--- src/rtl/pipeline_hazard_sequencer_if.sv ---
// Pipeline control bundle shared by the hazard sequencer and the core datapath.
// The core (master) supplies decode/EX/MEM hazard information; the sequencer
// (slave) returns the per-stage enable, flush and bubble controls.
interface pipeline_hazard_sequencer_if #(
    parameter int REG_ADDR_W = 5
);
    logic [REG_ADDR_W-1:0] id_rs1;
    logic [REG_ADDR_W-1:0] id_rs2;
    logic                  id_uses_rs1;
    logic                  id_uses_rs2;
    logic [REG_ADDR_W-1:0] ex_rd;
    logic                  ex_load_inst;
    logic                  ex_reg_dest;
    logic                  ex_redirect;
    logic                  mem_req;
    logic                  mem_ready;
    logic                  pc_en;
    logic                  if_id_en;
    logic                  if_id_flush;
    logic                  id_ex_en;
    logic                  id_ex_bubble;
    logic                  ex_mem_en;

    modport master (
        output id_rs1, id_rs2, id_uses_rs1, id_uses_rs2,
        output ex_rd, ex_load_inst, ex_reg_dest, ex_redirect,
        output mem_req, mem_ready,
        input  pc_en, if_id_en, if_id_flush, id_ex_en, id_ex_bubble, ex_mem_en
    );

    modport slave (
        input  id_rs1, id_rs2, id_uses_rs1, id_uses_rs2,
        input  ex_rd, ex_load_inst, ex_reg_dest, ex_redirect,
        input  mem_req, mem_ready,
        output pc_en, if_id_en, if_id_flush, id_ex_en, id_ex_bubble, ex_mem_en
    );
endinterface

--- src/rtl/pipeline_hazard_sequencer.sv ---
// Five-stage pipeline sequencer: resolves load-use hazards, data-memory wait
// stalls and EX-stage redirects, and drives the stage enable/flush/bubble
// controls. Also tracks stalled cycles and a sticky memory-timeout flag.
module pipeline_hazard_sequencer #(
    parameter int REG_ADDR_W   = 5,
    parameter int FLUSH_CYCLES = 2,
    parameter int MEM_TIMEOUT  = 255,
    parameter int CNT_W        = 16
) (
    input  logic                     clk,
    input  logic                     reset,
    pipeline_hazard_sequencer_if.slave hz,
    input  logic                     perf_clr,
    output logic                     mem_timeout,
    output logic [CNT_W-1:0]         stall_cycles,
    output logic [1:0]               state_o
);

    localparam int FC_W = (FLUSH_CYCLES > 1) ? $clog2(FLUSH_CYCLES + 1) : 1;
    localparam int WC_W = $clog2(MEM_TIMEOUT + 2);
    localparam logic [FC_W-1:0] FLUSH_RELOAD = FC_W'(FLUSH_CYCLES - 1);
    localparam logic [WC_W-1:0] WAIT_LIMIT   = WC_W'(MEM_TIMEOUT);

    typedef enum logic [1:0] {
        ST_RUN     = 2'b00,
        ST_MEMWAIT = 2'b01,
        ST_FLUSH   = 2'b10
    } state_t;

    state_t          state_reg, state_next;
    logic [FC_W-1:0] flush_cnt_reg, flush_cnt_next;
    logic [WC_W-1:0] wait_cnt_reg, wait_cnt_next;
    logic            release_reg, release_next;
    logic            timeout_set;
    logic            eval_run;

    // Per-source load-use match against the EX destination register
    logic [REG_ADDR_W-1:0] src_reg [2];
    logic [1:0]            src_use;
    logic [1:0]            src_hit;
    logic                  lu;
    logic                  ms;
    logic                  ms_eff;

    assign src_reg[0] = hz.id_rs1;
    assign src_reg[1] = hz.id_rs2;
    assign src_use    = {hz.id_uses_rs2, hz.id_uses_rs1};

    generate
        for (genvar gi = 0; gi < 2; gi++) begin : g_src
            assign src_hit[gi] = src_use[gi] && (src_reg[gi] == hz.ex_rd);
        end
    endgenerate

    // Stores and x0 destinations never produce a writeback to wait for
    assign lu = hz.ex_load_inst && !hz.ex_reg_dest && (hz.ex_rd != '0) && (|src_hit);
    assign ms = hz.mem_req && !hz.mem_ready;
    // A timed-out access is released for one cycle as though it completed
    assign ms_eff = ms && !release_reg;

    assign state_o = state_reg;

    // Next-state and stage control decode
    always_comb begin
        hz.pc_en        = 1'b1;
        hz.if_id_en     = 1'b1;
        hz.id_ex_en     = 1'b1;
        hz.ex_mem_en    = 1'b1;
        hz.if_id_flush  = 1'b0;
        hz.id_ex_bubble = 1'b0;
        state_next      = state_reg;
        flush_cnt_next  = flush_cnt_reg;
        wait_cnt_next   = wait_cnt_reg;
        release_next    = 1'b0;
        timeout_set     = 1'b0;
        eval_run        = 1'b0;

        case (state_reg)
            ST_RUN: begin
                if (ms_eff) begin
                    hz.pc_en      = 1'b0;
                    hz.if_id_en   = 1'b0;
                    hz.id_ex_en   = 1'b0;
                    hz.ex_mem_en  = 1'b0;
                    state_next    = ST_MEMWAIT;
                    wait_cnt_next = WC_W'(1);
                end else begin
                    eval_run = 1'b1;
                end
            end
            ST_MEMWAIT: begin
                if (ms_eff) begin
                    hz.pc_en     = 1'b0;
                    hz.if_id_en  = 1'b0;
                    hz.id_ex_en  = 1'b0;
                    hz.ex_mem_en = 1'b0;
                    if ((MEM_TIMEOUT != 0) && (wait_cnt_reg == WAIT_LIMIT)) begin
                        timeout_set   = 1'b1;
                        release_next  = 1'b1;
                        state_next    = ST_RUN;
                        wait_cnt_next = '0;
                    end else if (wait_cnt_reg != '1) begin
                        wait_cnt_next = wait_cnt_reg + WC_W'(1);
                    end
                end else begin
                    wait_cnt_next = '0;
                    eval_run      = 1'b1;
                end
            end
            ST_FLUSH: begin
                if (ms_eff) begin
                    hz.pc_en     = 1'b0;
                    hz.if_id_en  = 1'b0;
                    hz.id_ex_en  = 1'b0;
                    hz.ex_mem_en = 1'b0;
                end else if (hz.ex_redirect) begin
                    eval_run = 1'b1;
                end else if (lu) begin
                    // Hold the flush count while the decode slot is stalled
                    hz.pc_en        = 1'b0;
                    hz.if_id_en     = 1'b0;
                    hz.id_ex_bubble = 1'b1;
                end else begin
                    hz.if_id_flush = 1'b1;
                    flush_cnt_next = flush_cnt_reg - FC_W'(1);
                    if (flush_cnt_reg == FC_W'(1)) begin
                        state_next = ST_RUN;
                    end
                end
            end
            default: begin
                state_next = ST_RUN;
            end
        endcase

        // Shared run-mode evaluation once no memory stall is pending
        if (eval_run) begin
            state_next = ST_RUN;
            if (hz.ex_redirect) begin
                hz.if_id_flush  = 1'b1;
                hz.id_ex_bubble = 1'b1;
                if (FLUSH_CYCLES > 1) begin
                    state_next     = ST_FLUSH;
                    flush_cnt_next = FLUSH_RELOAD;
                end
            end else if (lu) begin
                hz.pc_en        = 1'b0;
                hz.if_id_en     = 1'b0;
                hz.id_ex_bubble = 1'b1;
            end
        end

        if (reset) begin
            hz.pc_en        = 1'b0;
            hz.if_id_en     = 1'b0;
            hz.id_ex_en     = 1'b0;
            hz.ex_mem_en    = 1'b0;
            hz.if_id_flush  = 1'b1;
            hz.id_ex_bubble = 1'b1;
        end
    end

    // State, counters and sticky flag registers
    always_ff @(posedge clk) begin
        if (reset) begin
            state_reg     <= ST_RUN;
            flush_cnt_reg <= '0;
            wait_cnt_reg  <= '0;
            release_reg   <= 1'b0;
            mem_timeout   <= 1'b0;
            stall_cycles  <= '0;
        end else begin
            state_reg     <= state_next;
            flush_cnt_reg <= flush_cnt_next;
            wait_cnt_reg  <= wait_cnt_next;
            release_reg   <= release_next;
            if (timeout_set) begin
                mem_timeout <= 1'b1;
            end
            if (perf_clr) begin
                stall_cycles <= '0;
            end else if (!hz.pc_en && (stall_cycles != '1)) begin
                stall_cycles <= stall_cycles + CNT_W'(1);
            end
        end
    end

endmodule

--- src/flat_wrapper.sv ---
// flat-port wrapper written by rule: the top's interface ports become plain ports
module pipeline_hazard_sequencer_flat 
#(
    parameter int REG_ADDR_W   = 5,
    parameter int FLUSH_CYCLES = 2,
    parameter int MEM_TIMEOUT  = 255,
    parameter int CNT_W        = 16
)
  (clk, reset, perf_clr, mem_timeout, stall_cycles, state_o, hz_id_rs1, hz_id_rs2, hz_id_uses_rs1, hz_id_uses_rs2, hz_ex_rd, hz_ex_load_inst, hz_ex_reg_dest, hz_ex_redirect, hz_mem_req, hz_mem_ready, hz_pc_en, hz_if_id_en, hz_if_id_flush, hz_id_ex_en, hz_id_ex_bubble, hz_ex_mem_en);
  pipeline_hazard_sequencer_if #(.REG_ADDR_W(REG_ADDR_W)) hz_i ();
  input  logic clk;
  input  logic reset;
  input  logic perf_clr;
  output logic mem_timeout;
  output logic [CNT_W-1:0] stall_cycles;
  output logic [1:0] state_o;
  input wire logic [$bits(hz_i.id_rs1)-1:0] hz_id_rs1;
  input wire logic [$bits(hz_i.id_rs2)-1:0] hz_id_rs2;
  input wire logic [$bits(hz_i.id_uses_rs1)-1:0] hz_id_uses_rs1;
  input wire logic [$bits(hz_i.id_uses_rs2)-1:0] hz_id_uses_rs2;
  input wire logic [$bits(hz_i.ex_rd)-1:0] hz_ex_rd;
  input wire logic [$bits(hz_i.ex_load_inst)-1:0] hz_ex_load_inst;
  input wire logic [$bits(hz_i.ex_reg_dest)-1:0] hz_ex_reg_dest;
  input wire logic [$bits(hz_i.ex_redirect)-1:0] hz_ex_redirect;
  input wire logic [$bits(hz_i.mem_req)-1:0] hz_mem_req;
  input wire logic [$bits(hz_i.mem_ready)-1:0] hz_mem_ready;
  output wire logic [$bits(hz_i.pc_en)-1:0] hz_pc_en;
  output wire logic [$bits(hz_i.if_id_en)-1:0] hz_if_id_en;
  output wire logic [$bits(hz_i.if_id_flush)-1:0] hz_if_id_flush;
  output wire logic [$bits(hz_i.id_ex_en)-1:0] hz_id_ex_en;
  output wire logic [$bits(hz_i.id_ex_bubble)-1:0] hz_id_ex_bubble;
  output wire logic [$bits(hz_i.ex_mem_en)-1:0] hz_ex_mem_en;
  assign hz_i.id_rs1 = hz_id_rs1;
  assign hz_i.id_rs2 = hz_id_rs2;
  assign hz_i.id_uses_rs1 = hz_id_uses_rs1;
  assign hz_i.id_uses_rs2 = hz_id_uses_rs2;
  assign hz_i.ex_rd = hz_ex_rd;
  assign hz_i.ex_load_inst = hz_ex_load_inst;
  assign hz_i.ex_reg_dest = hz_ex_reg_dest;
  assign hz_i.ex_redirect = hz_ex_redirect;
  assign hz_i.mem_req = hz_mem_req;
  assign hz_i.mem_ready = hz_mem_ready;
  assign hz_pc_en = hz_i.pc_en;
  assign hz_if_id_en = hz_i.if_id_en;
  assign hz_if_id_flush = hz_i.if_id_flush;
  assign hz_id_ex_en = hz_i.id_ex_en;
  assign hz_id_ex_bubble = hz_i.id_ex_bubble;
  assign hz_ex_mem_en = hz_i.ex_mem_en;
  pipeline_hazard_sequencer #(.REG_ADDR_W(REG_ADDR_W), .FLUSH_CYCLES(FLUSH_CYCLES), .MEM_TIMEOUT(MEM_TIMEOUT), .CNT_W(CNT_W)) u_core (.clk(clk), .reset(reset), .hz(hz_i), .perf_clr(perf_clr), .mem_timeout(mem_timeout), .stall_cycles(stall_cycles), .state_o(state_o));
endmodule
--- config.mk ---
export PLATFORM = sky130hd
export DESIGN_NAME = pipeline_hazard_sequencer_flat
export DESIGN_NICKNAME = d
export VERILOG_FILES = /design/src/rtl/pipeline_hazard_sequencer_if.sv /design/src/rtl/pipeline_hazard_sequencer.sv /design/src/flat_wrapper.sv
export SDC_FILE = /design/constraint.sdc
export NUM_CORES = 1
export LEC_CHECK = 0
export CAP_MARGIN = 10
export CORE_MARGIN = 2
export CORE_UTILIZATION = 35
export CTS_BUF_LIST = sky130_fd_sc_hd__clkbuf_16
export DETAILED_ROUTE_END_ITERATION = 12
export PLACE_DENSITY_LB_ADDON = 0.2
export SKIP_CTS_REPAIR_TIMING = 1
export SLEW_MARGIN = 20
export SYNTH_ARGS = -nofsm -noshare
export SYNTH_HDL_FRONTEND = slang
export SYNTH_SLANG_ARGS = --single-unit
export TNS_END_PERCENT = 10
--- constraint.sdc ---
create_clock -name clk -period 5.4 [get_ports clk]
set_input_delay 0.81 -clock clk [delete_from_list [all_inputs] [get_ports clk]]
set_output_delay 0.81 -clock clk [all_outputs]
set_load 0.02 [all_outputs]
# Word-level counts from Yosys, hierarchy flattened
# Cells that the tools add are included.
[word_totals] ff_bits=31 inputBits=25 output_inout_bits=25 elab_cells=99
[op_classes] n_addsub=3 n_eq_ne=17 mux=52 reduce_logical=21
[ops] op="$mux W9" n=4
[ops] op="$mux W2" n=15
[ops] op="$mux W1" n=29
[ops] op="$pmux W9 S2" n=1
[ops] op="$add A16 B1 Y16 const B" n=1
[ops] op="$ne A16 B16 Y1 const B" n=1
[ops] op="$ne A3 B1 Y1 const B" n=4
[ops] op="$eq A5 B5 Y1" n=2
[ops] op="$add A9 B1 Y9 const B" n=1
[ops] op="$eq A9 B8 Y1 const B" n=1
[ops] op="$ne A3 B2 Y1 const B" n=3
[ops] op="$ne A9 B9 Y1 const B" n=1
[ops] op="$logic_and A1 B1 Y1" n=8
[ops] op="$reduce_and A7 Y1" n=1
[ops] op="$pmux W2 S3" n=1
[ops] op="$reduce_or A2 Y1" n=3
[ops] op="$reduce_bool A5 Y1" n=1
[ops] op="$eq A2 B1 Y1 const B" n=2
[ops] op="$logic_not A1 Y1" n=4
[ops] op="$ne A4 B4 Y1 const B" n=1
[ops] op="$pmux W1 S2" n=2
[ops] op="$reduce_and A3 Y1" n=1
[ops] op="$reduce_or A3 Y1" n=1
[ops] op="$eq A2 B2 Y1 const B" n=1
[ops] op="other kinds (4)" n=4

# Logic depth before layout (Yosys ltp)
# Gate-level depths: netlist (run 1).
[depth] ltp_word=14 mapped_depth=9 ltp_nobuf=7

# Worst setup path after synthesis (run 1)
# No wires, ideal clock.
[synth_path] kind="input-to-output" start="input hz_mem_req" end="output hz_pc_en" arrival_ns=2.180 t_required_ns=4.590 setup_slack_ns=2.410 stages=7 path_cell_list="nor3b_1 > a21oi_1 > o21ai_2 > inv_2 > buf_6 > buf_2 > buf_4"
[synth_via] elab_chain_cells=8
[synth_rtl] item="start, declared" line="flat_wrapper.sv:25" source="input wire logic [$bits(hz_i.mem_req)-1:0] hz_mem_req;"
[synth_rtl] item="$logic_and A1 B1 Y1 *" line="pipeline_hazard_sequencer.sv:57" source="assign ms = hz.mem_req && !hz.mem_ready;"
[synth_rtl] item="$logic_and A1 B1 Y1 *" line="pipeline_hazard_sequencer.sv:59" source="assign ms_eff = ms && !release_reg;"
[synth_rtl] item="$mux W1, on equally long branches"
[synth_rtl] item="$pmux W1 S2"
[synth_rtl] item="$mux W1 (2 in series)"
[synth_rtl] item="$mux W1 * (2 in series)"
[synth_rtl] item="end, declared" line="flat_wrapper.sv:27" source="output wire logic [$bits(hz_i.pc_en)-1:0] hz_pc_en;"
# Every way passes the cells marked *; elsewhere a longest branch is shown, timed or not.

# Final worst setup path (run 1)
[layout_path] start="input hz_ex_rd[0]" end="output hz_if_id_flush"
[layout_via] elab_chain_cells=11
[layout_rtl] item="start, declared" line="flat_wrapper.sv:21" source="input wire logic [$bits(hz_i.ex_rd)-1:0] hz_ex_rd;"
[layout_rtl] item="$eq A5 B5 Y1" line="pipeline_hazard_sequencer.sv:51" source="assign src_hit[gi] = src_use[gi] && (src_reg[gi] == hz.ex_rd);"
[layout_rtl] item="$logic_and A1 B1 Y1" line="pipeline_hazard_sequencer.sv:51"
[layout_rtl] item="$reduce_or A2 Y1" line="pipeline_hazard_sequencer.sv:56" source="assign lu = hz.ex_load_inst && !hz.ex_reg_dest && (hz.ex_rd != '0) && (|src_hit);"
[layout_rtl] item="$logic_and A1 B1 Y1 *" line="pipeline_hazard_sequencer.sv:56"
[layout_rtl] item="$mux W1 *" line="pipeline_hazard_sequencer.sv:118" source="end else if (lu) begin"
[layout_rtl] item="$mux W1 *" line="pipeline_hazard_sequencer.sv:116" source="end else if (hz.ex_redirect) begin"
[layout_rtl] item="$mux W1 *" line="pipeline_hazard_sequencer.sv:111" source="if (ms_eff) begin"
[layout_rtl] item="$mux W1 *" line="pipeline_hazard_sequencer.sv:78" source="case (state_reg)"
[layout_rtl] item="$mux W1" line="pipeline_hazard_sequencer.sv:139" source="if (hz.ex_redirect) begin"
[layout_rtl] item="$mux W1 *" line="pipeline_hazard_sequencer.sv:137" source="if (eval_run) begin"
[layout_rtl] item="$mux W1 *" line="pipeline_hazard_sequencer.sv:153" source="if (reset) begin"
[layout_rtl] item="end, declared" line="flat_wrapper.sv:29" source="output wire logic [$bits(hz_i.if_id_flush)-1:0] hz_if_id_flush;"
# Marks and branches as above.

==> impl_metrics.toml, run 1 <==
[outcome]
outcome = "finished clean"

[worst_setup_path]
cp-end-kind = "output pin"
critPathMaxFanout = 4
worst_path_max_delay_cell = "clkdlybuf4s50_1"
path_delay_family = "buffers and inverters"
arrival_ps = 3030
path_class = "in -> out"
crit_buf_inv = 2
worstPathCellList = "clkdlybuf4s50_1 > nor3_1 > nand2_1 > and3b_1 > a211oi_1 > or3_1 > clkdlybuf4s50_1"
crit_path_max_incr_delay_ps = 590
start_kind = "primary input"
path_common_cell = "clkdlybuf4s50_1"
required_ps = 4590

[yosys]
ys_seq_elements = 31
synth_cells = 216
synth_nets = 244
synth_largest_area_cell = "dfxtp_1"
netlist-cell-type-count = 49
async_reset_ff_share_pct = 0
yosysSeqAreaShare_pct = 35.3
syn_avg_cell_area_um2 = 8.14
yosysWarningCount = 0
synth_ff_type = "dfxtp_1"
synth.top_cell.area_share_pct = 35.3
synth_edf_count = 0
netlist_area_um2 = 1760
synth_area_leaders = "dfxtp_1 (35%), xnor2_1 (5.5%), o31ai_1 (5.1%)"

[pwr]
power_frac_comb_pct = 11.7
p_int_w = 0.000485
total_power_w = 0.000624
vdd_drop_max_v = 0.000184
switching_power_w = 0.000138
p_leak_nw = 0.800
sequentialPowerShare_pct = 38.0
pwr-share-clk_pct = 50.3
swShare_pct = 22.2
power_density_nw_per_um2 = 258

[timing]
fin_setup_tns_ps = 0
tightest_slew_ps = 785
slew_headroom_pct = 47.7
rsz0062_at_grt = "false"
holdWs_ps = 457
fin_skew_ps = 6.73
fin_crit_sh_pct = 71.1
finalHoldViolCount = 0
finalSetupViolCount = 0
maxSlewViolCount = 0
period_minus_slack_ps = 3840
fmax_mhz = 260

[place]
dp_hpwl_um = 3000
gp_congestion = 0.785
post_dp_cell_area_um2 = 2250
io_buffers = 49

[floorplanning]
start_util_pct = 36.8
die-height_um = 74.9
num_io_pins = 50
design.die.area_um2 = 5610
rows = 25
die_w_um = 74.9
design.core.area_um2 = 4790

[clock_tree]
clock_latency_ps = 270
cts_buffers = 5
cts.clk_slew.worst_paths_ps = 50
clock_path_buffers = 2
cts.sinks = 31
cts_max_level = 2
clockRootBuffer = "clkbuf_16"
cts_tree = "done"

[route]
routedWlPerCell_um = 12.4
drc_errors = 0
dr.first_iter.drc_count = 82
wirelength_um = 4050
drt.antenna.violating_nets = 0
viasPerCell = 5.21
drtPass1Iterations = 4
vias = 1704

[cells_and_area]
layout.nets = 287
final_cell_mix = "clkdlybuf4s50_1 (49), dfxtp_1 (31), nand2_1 (23)"
area_delta_synth_final_pct = 37.5
n_fill_cell = 483
drive_gt1_share_pct = 4.23
diodes = 0
layout_commonest_cell = "clkdlybuf4s50_1"
largest_reg_flops = 16
finalInstanceArea_um2 = 2420

[grt]
busiest_layer = "met2"
grtUsageMet2_pct = 25.3
met3_usage_pct = 6.29
grt_pass1_wl_um = 7050
grt_max_degree = 32
gr-total-overflow = 0
antenna_found_initial = 0
use_met1_pct = 20.9
grt_pass1_vias = 1543
grtUsageTotal_pct = 16.1

[hold_path]
hold_class = "reg -> reg"

[flow_run]
maxCapViolCount = 0
[cells by family after synthesis]
| logic type | synth area share, % |
|---|---|
| simple gates | 29.9 |
| compound gates | 17.4 |
| flops | 35.3 |
| buf+inv | 5.55 |
| xor+xnor | 7.47 |
| mux | 2.28 |
| fa+ha+maj | 2.13 |
[synthesized netlist by cell type, types with 2 or more instances]
library cell / n
mux2i_1: 4
xnor2_1: 11
inv_1: 4
buf_4: 3
or3_1: 4
buf_2: 3
dfxtp_1: 31
clkbuf_1: 4
buf_6: 2
ha_1: 3
nand4_1: 7
nand3_1: 10
nor2_1: 21
o21ai_0: 3
nor4_1: 2
nor3_1: 3
a21oi_1: 16
xor2_1: 4
o31ai_1: 12
a211oi_1: 2
and3_1: 6
or4_1: 11
nand2_1: 23
and4_1: 2
[per-layer routing]
metal  vias up  share of wire (%)
li1        885                  -
met1       776                 47
met2        39                 47
met3         4                5.4
met4         0               0.77
met5         -                  0
[cell type report]
cell class | instances | area (um2) | area share (%)
multi-input cells | 167 | 1040 | 43.0
flip-flops and latches | 31 | 621 | 25.7
repair buffers | 49 | 490 | 20.3
clock buffers | 5 | 125 | 5.17
well taps | 67 | 83.8 | 3.47
clock inverters | 3 | 38.8 | 1.60
inverters | 5 | 18.8 | 0.776
[path summary, 6_finish.rpt]
kind | startpoint | to | slack, ps | cells after the start
max reg2reg | u_core.stall_cycles[4] | u_core.stall_cycles[9] | 3210 | 5
min reg2reg | u_core.wait_cnt_reg[8] | u_core.wait_cnt_reg[8] | 460 | 2
min | u_core.wait_cnt_reg[8] | u_core.wait_cnt_reg[8] | 460 | 2
max | hz_ex_rd[0] | hz_if_id_flush | 1560 | 7
[power by group through the flow]
stage	Sequential [W]	Combinational [W]	Clock, W
3_3_place_gp	0.000241	0.0000732	0
6_report	0.000237	0.0000730	0.000314
5_1_grt	0.000237	0.0000815	0.000335
4_1_cts	0.000237	0.0000738	0.000319
3_5_place_dp	0.000241	0.0000735	0
2_1_floorplan	0.000242	0.0000407	0
[metrics by stage]
step,worst slack (ps),util (%),cells
4_1_cts,1540,50.5,327
3_3_place_gp,1580,47.1,319
2_1_floorplan,2410,-,216
3_5_place_dp,1570,47.1,319
5_1_grt,1320,50.5,327
6_report,1560,50.5,327
[worst register-to-register path, delay by kind of cell (launching register included)]
kind / cells / cell delay [ps]
DFF: 1 / 430
muxes: 1 / 150
and+or+nand+nor: 4 / 1480
(Power assumes the default switching activity.)
==> inputs of run 2 (changes only) <==
==> constraint.sdc (replaced) <==
create_clock -name clk -period 3.5 [get_ports clk]
set_input_delay 0.525 -clock clk [delete_from_list [all_inputs] [get_ports clk]]
set_output_delay 0.525 -clock clk [all_outputs]
set_load 0.02 [all_outputs]
==> run 2 against run 1 <==
Net effect: critical path depth unchanged; final area increased by 0.93%; non-clock buffer count increased by 3; clock power increased by 52%; hold slack improved by 10 ps; clock skew decreased by 0.97 ps; register-to-register slack got worse by 2000 ps; cell count increased by 0.92%; clock-buffer cell count unchanged; via count increased by 0.41%; critical path type unchanged; critical endpoint unchanged; largest power group unchanged.
==> impl_metrics.toml, run 2 (synthesis gave the netlist of run 1 again) <==
[outcome]
outcome = "finished clean"

[cells_and_area]
regArea_um2 = 621
largest_reg_flops = 16
multi_input_area_um2 = 1040
diodes = 0
drive_gt1_share_pct = 5.32
area_delta_synth_final_pct = 38.8
final_cell_mix = "clkdlybuf4s50_1 (49), dfxtp_1 (31), nand2_1 (23)"
layout_commonest_cell = "clkdlybuf4s50_1"
layout.nets = 290
n_fill_cell = 476

[grt]
grt_max_degree = 28
gr-total-overflow = 0
busiest_layer = "met2"
grtUsageTotal_pct = 15.6
use_met1_pct = 20.7
grt_pass1_wl_um = 6840
antenna_found_initial = 0
met3_usage_pct = 3.75
grtUsageMet2_pct = 24.9
grt_pass1_vias = 1540

[pwr]
p_leak_nw = 0.815
pwr-share-clk_pct = 49.8
power_frac_comb_pct = 12.1
vdd_drop_max_v = 0.000271
sequentialPowerShare_pct = 38.1
power_density_nw_per_um2 = 393
p_int_w = 0.000751
switching_power_w = 0.000207
total_power_w = 0.000958
swShare_pct = 21.6

[timing]
finalSetupViolCount = 0
maxSlewViolCount = 0
finalHoldViolCount = 0
period_minus_slack_ps = 3150
rsz0062_at_grt = "false"
fin_skew_ps = 5.76
tightest_slew_ps = 804
fin_setup_tns_ps = 0
holdWs_ps = 467
fin_crit_sh_pct = 89.9
fmax_mhz = 318
slew_headroom_pct = 46.4

[floorplanning]
die_w_um = 74.9
num_io_pins = 50
die-height_um = 74.9
design.die.area_um2 = 5610
design.core.area_um2 = 4790
start_util_pct = 36.8
rows = 25

[route]
drc_errors = 0
viasPerCell = 5.18
vias = 1711
dr.first_iter.drc_count = 88
drt.antenna.violating_nets = 0
wirelength_um = 4010
routedWlPerCell_um = 12.2
drtPass1Iterations = 4

[place]
dp_hpwl_um = 2980
io_buffers = 49
gp_congestion = 0.812

[worst_setup_path]
worstPathCellList = "clkdlybuf4s50_1 > xnor2_1 > nand4_1 > o22ai_1 > a211oi_1 > or3_1 > clkdlybuf4s50_1"
path_common_cell = "clkdlybuf4s50_1"
start_kind = "primary input"
arrival_ps = 2620
path_class = "in -> out"
crit_path_max_incr_delay_ps = 550
crit_buf_inv = 2
worst_path_max_delay_cell = "clkdlybuf4s50_1"
required_ps = 2970
path_delay_family = "buffers and inverters"
critPathMaxFanout = 3
cp-end-kind = "output pin"

[clock_tree]
cts.clk_slew.worst_paths_ps = 50
clock_latency_ps = 270
cts.sinks = 31
cts_tree = "done"
clockRootBuffer = "clkbuf_16"
cts_max_level = 2
cts_buffers = 5
clock_path_buffers = 2

[flow_run]
maxCapViolCount = 0

[hold_path]
hold_class = "reg -> reg"
-- run 2: changes by cell type in the layout (fill, tap and decap cells not counted) --
| cell | previous run | this run |
|---|---|---|
| buf_4 | 0 | 3 |
-- run 2: layout make-up --
cell class	instances	area share, %
clock buffer	5	5.13
clock inverter	3	1.59
inverter	5	0.769
multi-input combinational	167	42.6
sequential	31	25.4
tap	67	3.43
timing repair buffer	52	21.0
-- run 2: worst paths after layout --
path,start,endpoint,slack (ps),cells after the start
setup / recovery,hz_ex_rd[0],hz_if_id_flush,350,7
hold / removal,u_core.wait_cnt_reg[8],u_core.wait_cnt_reg[8],470,2
hold reg to reg,u_core.wait_cnt_reg[8],u_core.wait_cnt_reg[8],470,2
setup reg to reg,u_core.release_reg,u_core.stall_cycles[12],1240,7
-- run 2: worst register-to-register path, stage by stage, from the launching register on --
cell and delay, ps:
dfxtp_1 310, nor3b_1 420, a21oi_1 240, o21ai_2 160, inv_2 140, buf_4 220, or4b_1 530, o211a_1 130
-- run 2: power by group through the flow --
stage | logic [W] | registers (W) | clock network (W)
after floorplan | 0.0000628 | 0.000373 | 0
after global placement | 0.000116 | 0.000373 | 0
after detailed placement | 0.000116 | 0.000373 | 0
after CTS | 0.000117 | 0.000365 | 0.000487
after global routing | 0.000128 | 0.000366 | 0.000505
final | 0.000116 | 0.000366 | 0.000477
-- run 2: routing by layer --
layer | wire length (um) | part of all wire, % | vias to the layer above
li1 | - | - | 887
met1 | 1970 | 49 | 795
met2 | 1870 | 46 | 27
met3 | 161 | 4.0 | 2
met4 | 18 | 0.45 | 0
met5 | 0 | 0 | -
-- run 2: per-stage QoR --
| stage | util, % | cell area [um2] | std cells | setup WS, ps |
|---|---|---|---|---|
| finish | 51.0 | 2440 | 330 | 354 |
| CTS | 51.0 | 2440 | 330 | 362 |
| global route | 51.0 | 2440 | 330 | 217 |
| detailed placement | 47.6 | 2280 | 322 | 377 |
| global placement | 47.6 | 2280 | 322 | 398 |
| floorplan | - | 1760 | 216 | 915 |
==> inputs of run 3 (changes only) <==
--- a/config.mk
+++ b/config.mk
@@ -10,6 +10,7 @@
 export CORE_UTILIZATION = 35
 export CTS_BUF_LIST = sky130_fd_sc_hd__clkbuf_16
 export DETAILED_ROUTE_END_ITERATION = 12
+export GPL_TIMING_DRIVEN = 0
 export PLACE_DENSITY_LB_ADDON = 0.2
 export SKIP_CTS_REPAIR_TIMING = 1
 export SLEW_MARGIN = 20
==> run 3 against run 2 <==
Net effect: sequential share of layout area fell by 0.39 points; maximum frequency is 3.4% lower; clock power fell by 14%; critical path depth is 2 higher; total power down 6.5%; final area grew 1.5%; largest cell class unchanged; hold slack gained 8.3 ps; non-clock buffer count rose by 10.
==> impl_metrics.toml, run 3 (synthesis gave the netlist of run 1 again) <==
[outcome]
outcome = "finished clean"

[timing]
fin_setup_tns_ps = 0
holdWs_ps = 475
tightest_slew_ps = 692
fmax_mhz = 307
rsz0062_at_grt = "false"
slew_headroom_pct = 53.3
fin_crit_sh_pct = 93.1
finalSetupViolCount = 0
fin_skew_ps = 3.10
finalHoldViolCount = 0
period_minus_slack_ps = 3260
maxSlewViolCount = 0

[clock_tree]
clock_path_buffers = 2
cts.sinks = 31
cts_buffers = 5
clockRootBuffer = "clkbuf_16"
cts_max_level = 2
cts_tree = "done"
cts.clk_slew.worst_paths_ps = 50
clock_latency_ps = 270

[grt]
gr-total-overflow = 0
antenna_found_initial = 0
grt_pass1_vias = 1614
grt_max_degree = 12
grt_pass1_wl_um = 7520
grtUsageTotal_pct = 17.1

[cells_and_area]
layout_commonest_cell = "clkdlybuf4s50_1"
area_delta_synth_final_pct = 40.9
diodes = 0
layout.nets = 300
largest_reg_flops = 16
final_cell_mix = "clkdlybuf4s50_1 (48), dfxtp_1 (31), nand2_1 (23)"
drive_gt1_share_pct = 6.96

[worst_setup_path]
path_class = "in -> out"
start_kind = "primary input"
worstPathCellList = "clkdlybuf4s50_1 > xnor2_1 > nand4_1 > o22a_1 > o21ai_2 > inv_2 > buf_6 > buf_2 > clkdlybuf4s50_1"
arrival_ps = 2730
required_ps = 2970
cp-end-kind = "output pin"
r2r_slack_ps = 1330
path_common_cell = "clkdlybuf4s50_1"
crit_path_max_incr_delay_ps = 560
critPathMaxFanout = 11
worst_path_max_delay_cell = "clkdlybuf4s50_1"

[floorplanning]
start_util_pct = 36.8
num_io_pins = 50
die_w_um = 74.9
rows = 25
design.die.area_um2 = 5610
design.core.area_um2 = 4790
die-height_um = 74.9

[pwr]
p_leak_nw = 0.858
vdd_drop_max_v = 0.000239
power_density_nw_per_um2 = 361

[route]
routedWlPerCell_um = 12.6
drc_errors = 0
wirelength_um = 4270
dr.first_iter.drc_count = 140
viasPerCell = 5.18
drt.antenna.violating_nets = 0
vias = 1761
drtPass1Iterations = 4

[flow_run]
maxCapViolCount = 0

[place]
gp_congestion = 0.790
io_buffers = 49
dp_hpwl_um = 3140

[hold_path]
hold_class = "reg -> reg"
==> run 3: cell types whose count changed in the layout (fill, tap and decap cells not counted), moves of 2 or more <==
cell      before  now
inv_1          4    6
buf_2          0    3
clkbuf_1       0    4
buf_6          0    2
==> run 3: area by class of cell <==
type / instances / area (um2)
Timing Repair Buffer: 49 / 493
Buffer: 13 / 78.8
Tap cell: 67 / 83.8
Clock buffer: 5 / 125
Fill cell: 477 / 2310
Sequential cell: 31 / 621
Multi-Input combinational cell: 167 / 1050
Clock inverter: 3 / 12.5
Inverter: 5 / 18.8
==> run 3: layer usage <==
metal | global-route usage [%] | share of wire (%)
met5 | 0 | 0
met4 | 4.96 | 1.2
met3 | 4.15 | 4.7
met2 | 26.6 | 47
met1 | 23.4 | 47
==> run 3: critical path: cells and delay by family <==
kind                   cells  cell delay, ps
AO/OA/AOI/OAI              2             420
XOR/XNOR                   1             140
AND/OR/NAND/NOR            1             140
buffers and inverters      5            1490
==> run 3: where the power goes <==
part           internal, W  leakage [nW]  switching, W
sequential        0.000359         0.251    0.00000511
combinational    0.0000649         0.531     0.0000580
clock             0.000257        0.0762      0.000152
==> run 3: stage by stage <==
step           utilization, %  total power (W)  std cells  instance area [um2]  setup slack [ps]
4_1_cts                  51.6         0.000905        340                 2470              76.7
2_1_floorplan               -         0.000436        216                 1760               915
3_3_place_gp             48.8         0.000494        332                 2330              47.2
6_report                 51.8         0.000896        340                 2480               243
3_5_place_dp             48.8         0.000494        332                 2330              95.0
5_1_grt                  51.8         0.000940        340                 2480              9.55
==> run 3: worst paths after layout <==
kind	startpoint	to	cells past startpoint
max	hz_ex_rd[2]	hz_if_id_en	9
min	u_core.mem_timeout	u_core.mem_timeout	2
max reg2reg	u_core.stall_cycles[0]	u_core.stall_cycles[3]	8
min reg2reg	u_core.mem_timeout	u_core.mem_timeout	2
==> RTL edit 1, RTL diff (config.mk and constraints of run 3) <==
Register the output `mem_timeout` once more, cleared by the reset; this adds one clock of latency there. The other outputs are not delayed to match.
--- a/src/rtl/pipeline_hazard_sequencer.sv
+++ b/src/rtl/pipeline_hazard_sequencer.sv
@@ -26,6 +26,8 @@
         ST_MEMWAIT = 2'b01,
         ST_FLUSH   = 2'b10
     } state_t;
+
+    logic mem_timeout_s0;
 
     state_t          state_reg, state_next;
     logic [FC_W-1:0] flush_cnt_reg, flush_cnt_next;
@@ -167,7 +169,7 @@
             flush_cnt_reg <= '0;
             wait_cnt_reg  <= '0;
             release_reg   <= 1'b0;
-            mem_timeout   <= 1'b0;
+            mem_timeout_s0 <= 1'b0;
             stall_cycles  <= '0;
         end else begin
             state_reg     <= state_next;
@@ -175,7 +177,7 @@
             wait_cnt_reg  <= wait_cnt_next;
             release_reg   <= release_next;
             if (timeout_set) begin
-                mem_timeout <= 1'b1;
+                mem_timeout_s0 <= 1'b1;
             end
             if (perf_clr) begin
                 stall_cycles <= '0;
@@ -185,5 +187,13 @@
         end
     end
 
+    always_ff @(posedge clk) begin
+        if (reset) begin
+            mem_timeout <= '0;
+        end else begin
+            mem_timeout <= mem_timeout_s0;
+        end
+    end
+
 endmodule
 
Behaviour: same outputs for any inputs over 10 cycles, from zero or initial values and one cycle with reset high; that may be too few to reach the edited logic, so the function may still have changed.
==> RTL edit 1 against run 3 <==
- sequential cell count up 1
- via count down 2.2%
- setup slack worse by 74 ps
- power up 1.6%
- count of clock-buffer cells in the layout unchanged
- final area up 2.0%
- synthesized area up 2.3%
- wire length down 1.3%
- cell count down 0.88%
- largest power group unchanged
- highest routed layer unchanged
==> RTL edit 1: results (changes against run 3) <==
[worst_setup_path]
crit_path_max_fanout = 9  ; -2
slowest_stage = clkdlybuf4s50_1
crit_arrival_ps = 2810  ; +80 ps
critPathMaxStageDelay_ps = 550

[logic_synthesis]
ys_seq_area_frac = 0.3561  ; +0.003276
syn_nets = 238  ; -2.5%
yosysWarnings = 0  ; unchanged
netlist_top_cells_count = dfxtp_1, a21oi_1, nand2_1, nor2_1, or3_1
synth_area_leaders = dfxtp_1, xnor2_1, a21oi_1
async_reset_ff_frac = 0  ; unchanged
synth.distinct_cells = 46  ; -6.1%

[finish]
fill_cells = 489  ; +2.5%
nets = 295  ; -1.7%
drive_gt1_frac = 0.1124  ; +0.04276
largest_reg_flops = 16  ; unchanged
diodes = 0  ; unchanged

[clocking]
path_clk_slew_ps = 50  ; about the same
cts_made_buffers = 5  ; unchanged
htreeDepth = 2  ; unchanged
clock_latency_ps = 270  ; about the same
cts.path.max_buffers = 2  ; unchanged
clockRootBuffer = clkbuf_16

[detailed_routing]
initialDrtViolationCount = 61  ; -56%
vias = 1722  ; -2.2%
wirelength_um = 4214  ; -1.3%
drtPass1Iterations = 5  ; +1

[placement]
dp_hpwl_um = 3162  ; +0.63%
gp_congestion = 0.7665  ; -3.0%
numPortBuffers = 49  ; unchanged
place_ws_ps = -14.32  ; -109.3 ps

[sta]
fin_worst_skew_ps = 2.540  ; -0.5599 ps
worst_pin_slew_ps = 518.7  ; -173.0 ps

[grt]
grt_usage = 0.1576  ; -0.01288
grt_first_pass_wirelength_um = 6934  ; -7.8%
grt_max_degree = 11  ; -1
antenna_found_initial = 0  ; unchanged
grt_pass1_vias = 1532  ; -5.1%

[run]
maxCapViolCount = 0  ; unchanged

[pwr]
leakagePower_nw = 0.8393  ; -2.2%
peakVddDrop_mv = 0.1582  ; -34%

[min_path]
hold_path_class = flip-flop to flip-flop

[outcome]
status = completed

-- RTL edit 1: metal layers --
metal / track usage / wire (um) / vias to the layer above / part of all wire
met3: 0.03968 / 186 / 7 / 0.044
met1: 0.2136 / 2048 / 791 / 0.49
met5: 0 / 0 / - / 0
li1: - / - / 885 / -
met4: 0.05653 / 59 / 0 / 0.014
met2: 0.2435 / 1918 / 39 / 0.46
-- RTL edit 1: area by class of cell --
| class | count | share of cell area |
|---|---|---|
| multi-input combinational | 161 | 0.4270 |
| sequential | 32 | 0.2533 |
| timing repair buffer | 50 | 0.1969 |
| clock buffer | 5 | 0.04948 |
| tap | 70 | 0.03464 |
| buffer | 11 | 0.02672 |
| inverter | 6 | 0.008906 |
| clock inverter | 2 | 0.002969 |
-- RTL edit 1: critical path, delay by kind of cell --
kind | cells | cell delay [ps]
buf+inv | 3 | 1230
simple gates | 3 | 1050
-- RTL edit 1: power by group --
group	switching (mW)	internal [mW]	total, mW
registers	0.00549	0.370	0.376
clock network	0.148	0.254	0.402
logic	0.0641	0.0686	0.133
total	0.217	0.693	0.910
-- RTL edit 1: logic make-up after synthesis --
kind of cell | share of synthesized area
simple gates | 0.2775
fa+ha+maj | 0.02086
buf+inv | 0.05007
mux | 0.005564
xor+xnor | 0.07788
flops | 0.3560
compound gates | 0.2121
-- RTL edit 1: worst paths after layout --
kind / from / to / slack (ps) / cells after the start
min reg2reg: u_core.mem_timeout_s0$_SDFFE_PP0P_ / u_core.mem_timeout$_SDFF_PP0_ / 460 / 1
max reg2reg: u_core.stall_cycles[0]$_SDFFE_PP0P_ / u_core.stall_cycles[1]$_SDFFE_PP0P_ / 1420 / 8
min: u_core.mem_timeout_s0$_SDFFE_PP0P_ / u_core.mem_timeout$_SDFF_PP0_ / 460 / 1
max: hz_mem_ready / hz_if_id_flush / 170 / 6
-- RTL edit 1: stage by stage --
stage / utilization / instances / cell area (um^2) / hold WS, ps
final: 0.5015 / 337 / 2529 / 464.2
after global routing: 0.5015 / 337 / 2529 / 472.5
after CTS: 0.4978 / 336 / 2510 / 464.8
after detailed placement: 0.4715 / 329 / 2377 / 457.9
after global placement: 0.4715 / 329 / 2377 / 455.5
after floorplan: - / 210 / 1799 / 439.0
==> RTL edit 2, RTL diff (settings of run 3) <==
Without the edit above. `MEM_TIMEOUT` is set to 255 in 2 places; all go to 510.
--- a/src/rtl/pipeline_hazard_sequencer.sv
+++ b/src/rtl/pipeline_hazard_sequencer.sv
@@ -4,7 +4,7 @@
 module pipeline_hazard_sequencer #(
     parameter int REG_ADDR_W   = 5,
     parameter int FLUSH_CYCLES = 2,
-    parameter int MEM_TIMEOUT  = 255,
+    parameter int MEM_TIMEOUT  = 510,
     parameter int CNT_W        = 16
 ) (
     input  logic                     clk,
--- a/src/flat_wrapper.sv
+++ b/src/flat_wrapper.sv
@@ -3,7 +3,7 @@
 #(
     parameter int REG_ADDR_W   = 5,
     parameter int FLUSH_CYCLES = 2,
-    parameter int MEM_TIMEOUT  = 255,
+    parameter int MEM_TIMEOUT  = 510,
     parameter int CNT_W        = 16
 )
   (clk, reset, perf_clr, mem_timeout, stall_cycles, state_o, hz_id_rs1, hz_id_rs2, hz_id_uses_rs1, hz_id_uses_rs2, hz_ex_rd, hz_ex_load_inst, hz_ex_reg_dest, hz_ex_redirect, hz_mem_req, hz_mem_ready, hz_pc_en, hz_if_id_en, hz_if_id_flush, hz_id_ex_en, hz_id_ex_bubble, hz_ex_mem_en);
Formal check against the unedited RTL: same outputs for any inputs over 10 cycles, from zero or initial values and one cycle with reset high; that may be too few to reach the edited logic, so the function may still have changed.
==> RTL edit 2 against run 3 <==
- setup slack gained 100 ps
- sequential cell count stayed put
- power shrank 0.81%
- largest cell class unchanged
- worst hold slack got worse by 33 ps
- final area up 1.3%
- register-to-register slack worse by 310 ps
- global-route usage down 1.3 points
- synthesized cell count down 1.9%
- maximum frequency increased by 3.2%
- wire length decreased by 1.9%
- synthesized area rose by 0.71%
- clock power is 3% lower
==> RTL edit 2: results (changes against run 3) <==
[finish]
fill_cells = 485  ; +1.7%
nets = 297  ; -1.0%
drive_gt1_frac = 0.08614  ; +0.01655

[grt]
grt_usage = 0.1579  ; -0.01256
grt_util_met2 = 0.2651  ; -0.0009747
grt_pass1_vias = 1601  ; -0.81%
grt_use_met1 = 0.1937  ; -0.04036
grtUsageMet3 = 0.03213  ; -0.009371

[sta]
fin_worst_skew_ps = 7.263  ; +4.163 ps

[placement]
dp_hpwl_um = 3186  ; +1.4%
gp_congestion = 0.7976  ; +0.97%
placed_area_um2 = 2346  ; +0.54%

[logic_synthesis]
synth_compound_area_frac = 0.1780  ; +0.004424
synth.distinct_cells = 44  ; -10%
synthAdderAreaFrac = 0.03531  ; +0.01397
yosys-mux-area-fraction = 0.02331  ; +0.0005455
synth_area_leaders = dfxtp_1, xor2_1, or4_1
ys_seq_area_frac = 0.3503  ; -0.002491

[outcome]
status = completed

[pwr]
leakagePower_nw = 0.9028  ; +5.2%

[worst_setup_path]
r2r_setup_slack_ps = 1020  ; -310 ps
critPathMaxStageDelay_ps = 460  ; -100 ps
crit_path_max_fanout = 20  ; +9

[detailed_routing]
vias = 1728  ; -1.9%
wl_met3_um = 160  ; -21%
initialDrtViolationCount = 104  ; -26%
wl_met2_um = 2044  ; +2.5%

RTL edit 2: final timing paths:
path,startpoint,endpoint,cells after the start
worst min register to register,u_core.mem_timeout$_SDFFE_PP0P_,u_core.mem_timeout$_SDFFE_PP0P_,2
worst min-delay path,u_core.mem_timeout$_SDFFE_PP0P_,u_core.mem_timeout$_SDFFE_PP0P_,2
worst max register to register,u_core.stall_cycles[2]$_SDFFE_PP0P_,u_core.stall_cycles[0]$_SDFFE_PP0P_,9
worst max-delay path,hz_ex_rd[2],hz_pc_en,8
RTL edit 2: through the flow:
stage / instances / worst slack, ps / TNS [ps] / util / power, mW
3_5_place_dp: 328 / -365.5 / -644.5 / 0.4870 / 0.4951
4_1_cts: 335 / -382.2 / -678.0 / 0.5148 / 0.9027
5_1_grt: 334 / 125.3 / 0 / 0.5213 / 0.9368
6_report: 334 / 343.4 / 0 / 0.5213 / 0.8884
3_3_place_gp: 328 / -365.1 / -645.2 / 0.4870 / 0.4943
2_1_floorplan: 212 / 880.1 / 0 / - / 0.4354
RTL edit 2: worst max-delay path, delay by kind of cell:
kind	cells	cell delay, ps
xor+xnor	1	200
compound gates	2	540
buf+inv	4	1050
simple gates	1	310
RTL edit 2: layout make-up:
class / instances / area, um^2 / share of cell area
multi-input cells: 164 / 1104 / 0.4395
flip-flops and latches: 31 / 620.6 / 0.2471
repair buffers: 49 / 495.5 / 0.1973
clock buffers: 5 / 125.1 / 0.04983
well taps: 67 / 83.83 / 0.03338
plain buffers: 10 / 51.30 / 0.02043
inverters: 6 / 22.52 / 0.008969
clock inverters: 2 / 8.758 / 0.003488
RTL edit 2: power by group:
part           internal (mW)  leakage (nW)  switching (mW)  total [mW]
Sequential             0.359         0.251         0.00740       0.367
Combinational         0.0641         0.585          0.0597       0.124
Clock                  0.255        0.0671           0.144       0.398
